### config.mk
export PLATFORM = sky130hd
export DESIGN_NAME = stress_trend
export DESIGN_NICKNAME = d
export VERILOG_FILES = /design/src/rtl/stress_pkg.sv /design/src/rtl/stress_chan.sv /design/src/rtl/stress_trend.sv
export SDC_FILE = /design/constraint.sdc
export NUM_CORES = 1
export LEC_CHECK = 0
export CAP_MARGIN = 10
export CORE_MARGIN = 2
export CORE_UTILIZATION = 44
export DETAILED_ROUTE_END_ITERATION = 7
export HOLD_SLACK_MARGIN = 0.15
export PLACE_DENSITY_LB_ADDON = 0.05
export SLEW_MARGIN = 0
export SYNTH_ARGS = -nofsm -noshare
export SYNTH_HDL_FRONTEND = slang
export SYNTH_SLANG_ARGS = --single-unit
### constraint.sdc
create_clock -name clk -period 2.1 [get_ports clk]
set_clock_uncertainty 0.2 [all_clocks]
set_input_delay 0.42 -clock clk [delete_from_list [all_inputs] [get_ports clk]]
set_output_delay 0.42 -clock clk [all_outputs]
set_load 0.03 [all_outputs]
### src/rtl/stress_pkg.sv
// Shared encodings for the stress trend detector: trend codes, FSM states
// and the per-sample class derived from all channel trends.
package stress_pkg;

   localparam logic [1:0] TREND_FLAT = 2'b00;
   localparam logic [1:0] TREND_DOWN = 2'b01;
   localparam logic [1:0] TREND_UP   = 2'b10;

   typedef enum logic [1:0] {
      INIT,
      TRACK,
      SETTLE,
      CALM
   } state_e;

   typedef enum logic [1:0] {
      STEADY,
      CALMING,
      RISE
   } class_e;

   // Any rising channel dominates; otherwise any falling channel means calming.
   function automatic class_e classify(input logic any_up, input logic any_down);
      if (any_up) begin
         return RISE;
      end else if (any_down) begin
         return CALMING;
      end
      return STEADY;
   endfunction

endpackage

### src/rtl/stress_chan.sv
// One sample channel: quantiser, history register and trend comparator.
// The history register doubles as the registered level output, since both
// hold the quantised value of the last accepted sample.
// Optional macro STRESS_TREND_HYST_EN adds a one-step dead band to the compare.
module stress_chan
   import stress_pkg::*;
#(
   parameter int WIDTH = 8,
   parameter int QBITS = 3
) (
   input  logic             clk,
   input  logic             r,
   input  logic [WIDTH-1:0] sample_i,
   input  logic             accept_i,
   input  logic             first_i,
   output logic [1:0]       trend_now_o,
   output logic [QBITS-1:0] level_o,
   output logic [1:0]       trend_o
);

   logic [QBITS-1:0] q;
   logic [QBITS-1:0] h_q;
   logic [1:0]       trend_q;

   assign q = sample_i[WIDTH-1 -: QBITS];

   generate
      if (QBITS < WIDTH) begin : g_low_bits
         logic unused_low;
         assign unused_low = ^sample_i[WIDTH-QBITS-1:0];
      end
   endgenerate

`ifdef STRESS_TREND_HYST_EN
   localparam logic [QBITS:0] ONE = (QBITS+1)'(1);
   logic [QBITS:0] qx;
   logic [QBITS:0] hx;
   assign qx = {1'b0, q};
   assign hx = {1'b0, h_q};

   // Dead band: only a difference of two or more steps counts as movement.
   always_comb begin
      trend_now_o = TREND_FLAT;
      if (!first_i) begin
         if (qx > hx + ONE) begin
            trend_now_o = TREND_UP;
         end else if (hx > qx + ONE) begin
            trend_now_o = TREND_DOWN;
         end
      end
   end
`else
   // Any one-step difference from history counts as movement.
   always_comb begin
      trend_now_o = TREND_FLAT;
      if (!first_i) begin
         if (q > h_q) begin
            trend_now_o = TREND_UP;
         end else if (q < h_q) begin
            trend_now_o = TREND_DOWN;
         end
      end
   end
`endif

   // History and registered trend follow every accepted sample.
   always_ff @(posedge clk or negedge r) begin
      if (!r) begin
         h_q     <= '0;
         trend_q <= TREND_FLAT;
      end else if (accept_i) begin
         h_q     <= q;
         trend_q <= trend_now_o;
      end
   end

   assign level_o = h_q;
   assign trend_o = trend_q;

endmodule

### src/rtl/stress_trend.sv
// N-channel stress trend detector. Channels report up/down/flat; the sample
// class drives a run-length FSM that raises stress_low after HOLD
// consecutive calming samples and drops it on the first rising sample.
// Optional macro STRESS_TREND_HYST_EN enables the per-channel dead band.
//
// state  | meaning
// INIT   | no sample accepted since reset; next sample only seeds history
// TRACK  | tracking, no calming run in progress (count 0)
// SETTLE | calming run in progress, count in 1..HOLD-1
// CALM   | run reached HOLD; stress_low asserted
module stress_trend
   import stress_pkg::*;
#(
   parameter int CHANNELS = 2,
   parameter int WIDTH    = 8,
   parameter int QBITS    = 3,
   parameter int HOLD     = 4
) (
   input  logic                        clk,
   input  logic                        r,
   input  logic [CHANNELS*WIDTH-1:0]   sample,
   input  logic                        sample_valid,
   output logic [CHANNELS*QBITS-1:0]   level,
   output logic [CHANNELS*2-1:0]       trend,
   output logic                        trend_valid,
   output logic                        stress_low,
   output logic [$clog2(HOLD+1)-1:0]   calm_count
);

   localparam int              CW     = $clog2(HOLD+1);
   localparam logic [CW-1:0]   HOLD_C = CW'(HOLD);

   state_e                state_q, state_d;
   logic [CW-1:0]         count_q, count_d;
   logic                  stress_q;
   logic                  tvalid_q;
   logic [CHANNELS*2-1:0] trend_now;
   logic                  any_up;
   logic                  any_down;
   class_e                cls;
   logic                  first;

   assign first = (state_q == INIT);

   generate
      for (genvar g = 0; g < CHANNELS; g++) begin : g_chan
         stress_chan #(
            .WIDTH (WIDTH),
            .QBITS (QBITS)
         ) u_chan (
            .clk         (clk),
            .r           (r),
            .sample_i    (sample[g*WIDTH +: WIDTH]),
            .accept_i    (sample_valid),
            .first_i     (first),
            .trend_now_o (trend_now[g*2 +: 2]),
            .level_o     (level[g*QBITS +: QBITS]),
            .trend_o     (trend[g*2 +: 2])
         );
      end
   endgenerate

   // Reduce per-channel trends of the incoming sample into one class.
   always_comb begin
      any_up   = 1'b0;
      any_down = 1'b0;
      for (int i = 0; i < CHANNELS; i++) begin
         if (trend_now[i*2 +: 2] == TREND_UP) begin
            any_up = 1'b1;
         end
         if (trend_now[i*2 +: 2] == TREND_DOWN) begin
            any_down = 1'b1;
         end
      end
      cls = classify(any_up, any_down);
   end

   // Next state and run counter; nothing moves without an accepted sample.
   always_comb begin
      state_d = state_q;
      count_d = count_q;
      if (sample_valid) begin
         case (state_q)
            INIT: begin
               state_d = TRACK;
               count_d = '0;
            end
            TRACK: begin
               if (cls == CALMING) begin
                  count_d = CW'(1);
                  state_d = (HOLD == 1) ? CALM : SETTLE;
               end else begin
                  count_d = '0;
               end
            end
            SETTLE: begin
               if (cls == CALMING) begin
                  count_d = count_q + 1'b1;
                  if (count_d == HOLD_C) begin
                     state_d = CALM;
                  end
               end else if (cls == RISE) begin
                  count_d = '0;
                  state_d = TRACK;
               end
            end
            CALM: begin
               if (cls == RISE) begin
                  count_d = '0;
                  state_d = TRACK;
               end else begin
                  count_d = HOLD_C;
               end
            end
            default: begin
               state_d = INIT;
               count_d = '0;
            end
         endcase
      end
   end

   // State, counter and the registered flags.
   always_ff @(posedge clk or negedge r) begin
      if (!r) begin
         state_q  <= INIT;
         count_q  <= '0;
         stress_q <= 1'b0;
         tvalid_q <= 1'b0;
      end else begin
         state_q  <= state_d;
         count_q  <= count_d;
         stress_q <= (state_d == CALM);
         tvalid_q <= sample_valid;
      end
   end

   assign trend_valid = tvalid_q;
   assign stress_low  = stress_q;
   assign calm_count  = count_q;

endmodule

==> impl_metrics.env <==
export IMPL_status="complete, no violations"
export IMPL_area_growth_pct=48.98
export IMPL_cp_end_kind="output pin"
export IMPL_maxSlewViolCount=0
export IMPL_stdcell_count=154
export IMPL_track_usage=0.1857
export IMPL_whs_ns=0.2025
export IMPL_cts_tree="yes"
export IMPL_antenna_left=0
export IMPL_p_per_area_nw_per_um2=921.5
export IMPL_dr_total_vias=809
export IMPL_grt_max_degree=18
export IMPL_multi_input_area_um2=631.9
export IMPL_hold_buffers=0
export IMPL_num_rows=17
export IMPL_synth_top_cell_area_share=0.4348
export IMPL_syn_area_per_cell_um2=10.64
export IMPL_clock_latency_ns=0.29
export IMPL_yosysSeqAreaShare=0.4348
export IMPL_path_class="reg2out"
export IMPL_setup_viol=0
export IMPL_antenna_found_initial=0
export IMPL_max_freq_ghz=0.4955
export IMPL_nets=154
export IMPL_hold_viol_final=0
export IMPL_clockBufferDepth=2
export IMPL_path_depth=1
export IMPL_critPathLaunchType="register"
export IMPL_period_share=0.9609
export IMPL_cp_max_fo=4
export IMPL_rsz0062_at_grt="no"
export IMPL_dieArea_um2=2617
export IMPL_die_w_um=51.16
export IMPL_final_cell_area_um2=1458
export IMPL_synth_cell_types=34
export IMPL_pre_cts_slack_ns=-0.4357
export IMPL_holdPathStages=2
export IMPL_cts_buffers=3
export IMPL_drive_above_1_share=0.3095
export IMPL_seq_area_um2=425.4
export IMPL_worstMarginPinSlew_ns=0.3892
export IMPL_hold_class="in2reg"
export IMPL_diodes=0
export IMPL_synth_edf_count=0
export IMPL_grt_pass1_wl_um=3608
export IMPL_grt_overflow=0
export IMPL_cts_sinks=17
export IMPL_htree_levels=1
export IMPL_die_y_um=51.16
export IMPL_synth_area_leader_cell="dfrtp_1"
export IMPL_peakVddDrop_uv=553.1
export IMPL_r2r_end="calm_count[0]$_DFFE_PN0P_"
export IMPL_timing_setup_tns_ns=0
export IMPL_port_buffers=23
export IMPL_drc_errors=0
export IMPL_reg2reg_depth=8
export IMPL_fill_cells=165
export IMPL_final_core_utilization=0.6785
export IMPL_initial_core_util=0.4554
export IMPL_core_area_um2=2148
export IMPL_clockRootBuffer="clkbuf_4"
export IMPL_wirelength_um=2055
export IMPL_path_buf_inv=1
export IMPL_min_delay_start="sample[13]"
export IMPL_syn_area_um2=978.4
export IMPL_r2r_start="g_chan[0].u_chan.level_o[2]$_DFFE_PN0P_"
export IMPL_vias_per_cell=5.253
export IMPL_drt_pass1_iter_count=4
export IMPL_critPathLaunch="calm_count[2]$_DFFE_PN0P_"
export IMPL_whs_endpoint="g_chan[1].u_chan.level_o[0]$_DFFE_PN0P_"
export IMPL_place_hpwl_um=1427
export IMPL_syn_inst=92
export IMPL_cp_slowest_stage_delay_ns=0.69
export IMPL_static_leakage_power_nw=0.6856
export IMPL_finalCriticalPeriod_ns=2.018
export IMPL_ys_flop_type="dfrtp_1"
export IMPL_num_io_pins=34
export IMPL_fin_ws_ns=0.08202
export IMPL_fin_total_pwr_mw=1.343
export IMPL_clk_pin_slew_ns=0.11
export IMPL_slew_headroom=0.7396
export IMPL_worstPathRequired_ns=1.48
export IMPL_async_flop_share=1.000
export IMPL_wl_per_cell_um=13.34
export IMPL_arrival_ns=1.40
export IMPL_crit_chain="clkdlybuf4s50_1"
export IMPL_critical_path_top_delay_family="buffers and inverters"
export IMPL_gp_congestion=0.8094
export IMPL_synthTopCellsByArea="dfrtp_1, ha_1, mux2_2"
export IMPL_synth_nets=119
export IMPL_drt_iter0_markers=9
export IMPL_drv_cap=0
export IMPL_place_area_um2=1287
export IMPL_cpMaxStageDelayCell="clkdlybuf4s50_1"
export IMPL_grt_pass1_vias=795
export IMPL_r2r_slack_ns=0.10
export IMPL_ys_ff_latch=17
export IMPL_dp_cells=148
export IMPL_yosysWarningCount=0
flip-flops by register name (all words and copies together) (netlist names):
name / count
calm_count: 3
g_chan.u_chan.level_o: 6
g_chan.u_chan.trend_o: 4
state_q: 2
stress_low: 1
trend_valid: 1
layer usage:
metal	wire length (um)	global-route usage	up-vias
met5	0	0	-
met4	17	0.06757	0
met3	78	0.02632	2
met2	966	0.2987	14
met1	993	0.2542	398
li1	-	-	395
cell usage after synthesis, types with 2 or more instances:
library cell,n
inv_1,10
and3_1,2
nor2_1,3
a21oi_1,3
nand3_1,2
o22ai_1,3
nand3b_1,2
dfrtp_1,17
o21ai_0,6
nand2_1,10
ha_1,8
mux2_2,4
worst max path at each step:
stage,endpoint,slack (ns)
after floorplan,calm_count[2]$_DFFE_PN0P_,0.006
after CTS,calm_count[0]$_DFFE_PN0P_,0.0008
after global placement,state_q[0]$_DFF_PN0_,-0.39
after detailed placement,calm_count[2]$_DFFE_PN0P_,-0.44
after global routing,state_q[0]$_DFF_PN0_,0.001
final,calm_count[2],0.08
cell type report:
class                   instances  share of cell area
repair buffers                 32              0.2060
inverters                      10             0.02575
flip-flops and latches         17              0.2918
well taps                      28             0.02403
multi-input cells              63              0.4335
clock inverters                 1            0.003433
clock buffers                   3             0.01545
power by group:
group	leakage, nW	internal, mW	total (mW)	switching, mW
Combinational	0.459	0.331	0.699	0.368
Sequential	0.209	0.402	0.467	0.0654
Clock	0.0177	0.0706	0.177	0.106
Total	0.686	0.804	1.34	0.540
what timing repair did:
item	4_1_cts	5_1_grt
pin swaps	9	4
hold endpoints to repair	0	0
setup endpoints to repair	5	4
buffers inserted	1	1
gates cloned	0	0
resized for setup	16	9
layout by cell type, fill, tap and decap left out, types with 2 or more instances in the layout:
master	n
clkbuf_4	3
inv_1	8
dlymetal6s2s_1	3
dlygate4sd2_1	4
ha_1	3
dfrtp_1	17
mux2_2	3
nand3_1	2
nor2_1	3
and3_4	3
o22ai_1	2
nand3b_1	2
inv_2	2
buf_4	9
o21ai_0	6
clkdlybuf4s50_1	16
ha_4	5
nand2_1	9
a21oi_2	2
cell families after synthesis:
kind of cell	after synthesis	synth area share
xor+xnor	1	0.008953
fa+ha+maj	8	0.1023
buf+inv	12	0.04731
compound gates	25	0.2200
simple gates	25	0.1407
flops	17	0.4348
mux	4	0.04603
Note: power is estimated with default switching activity, not from simulation.
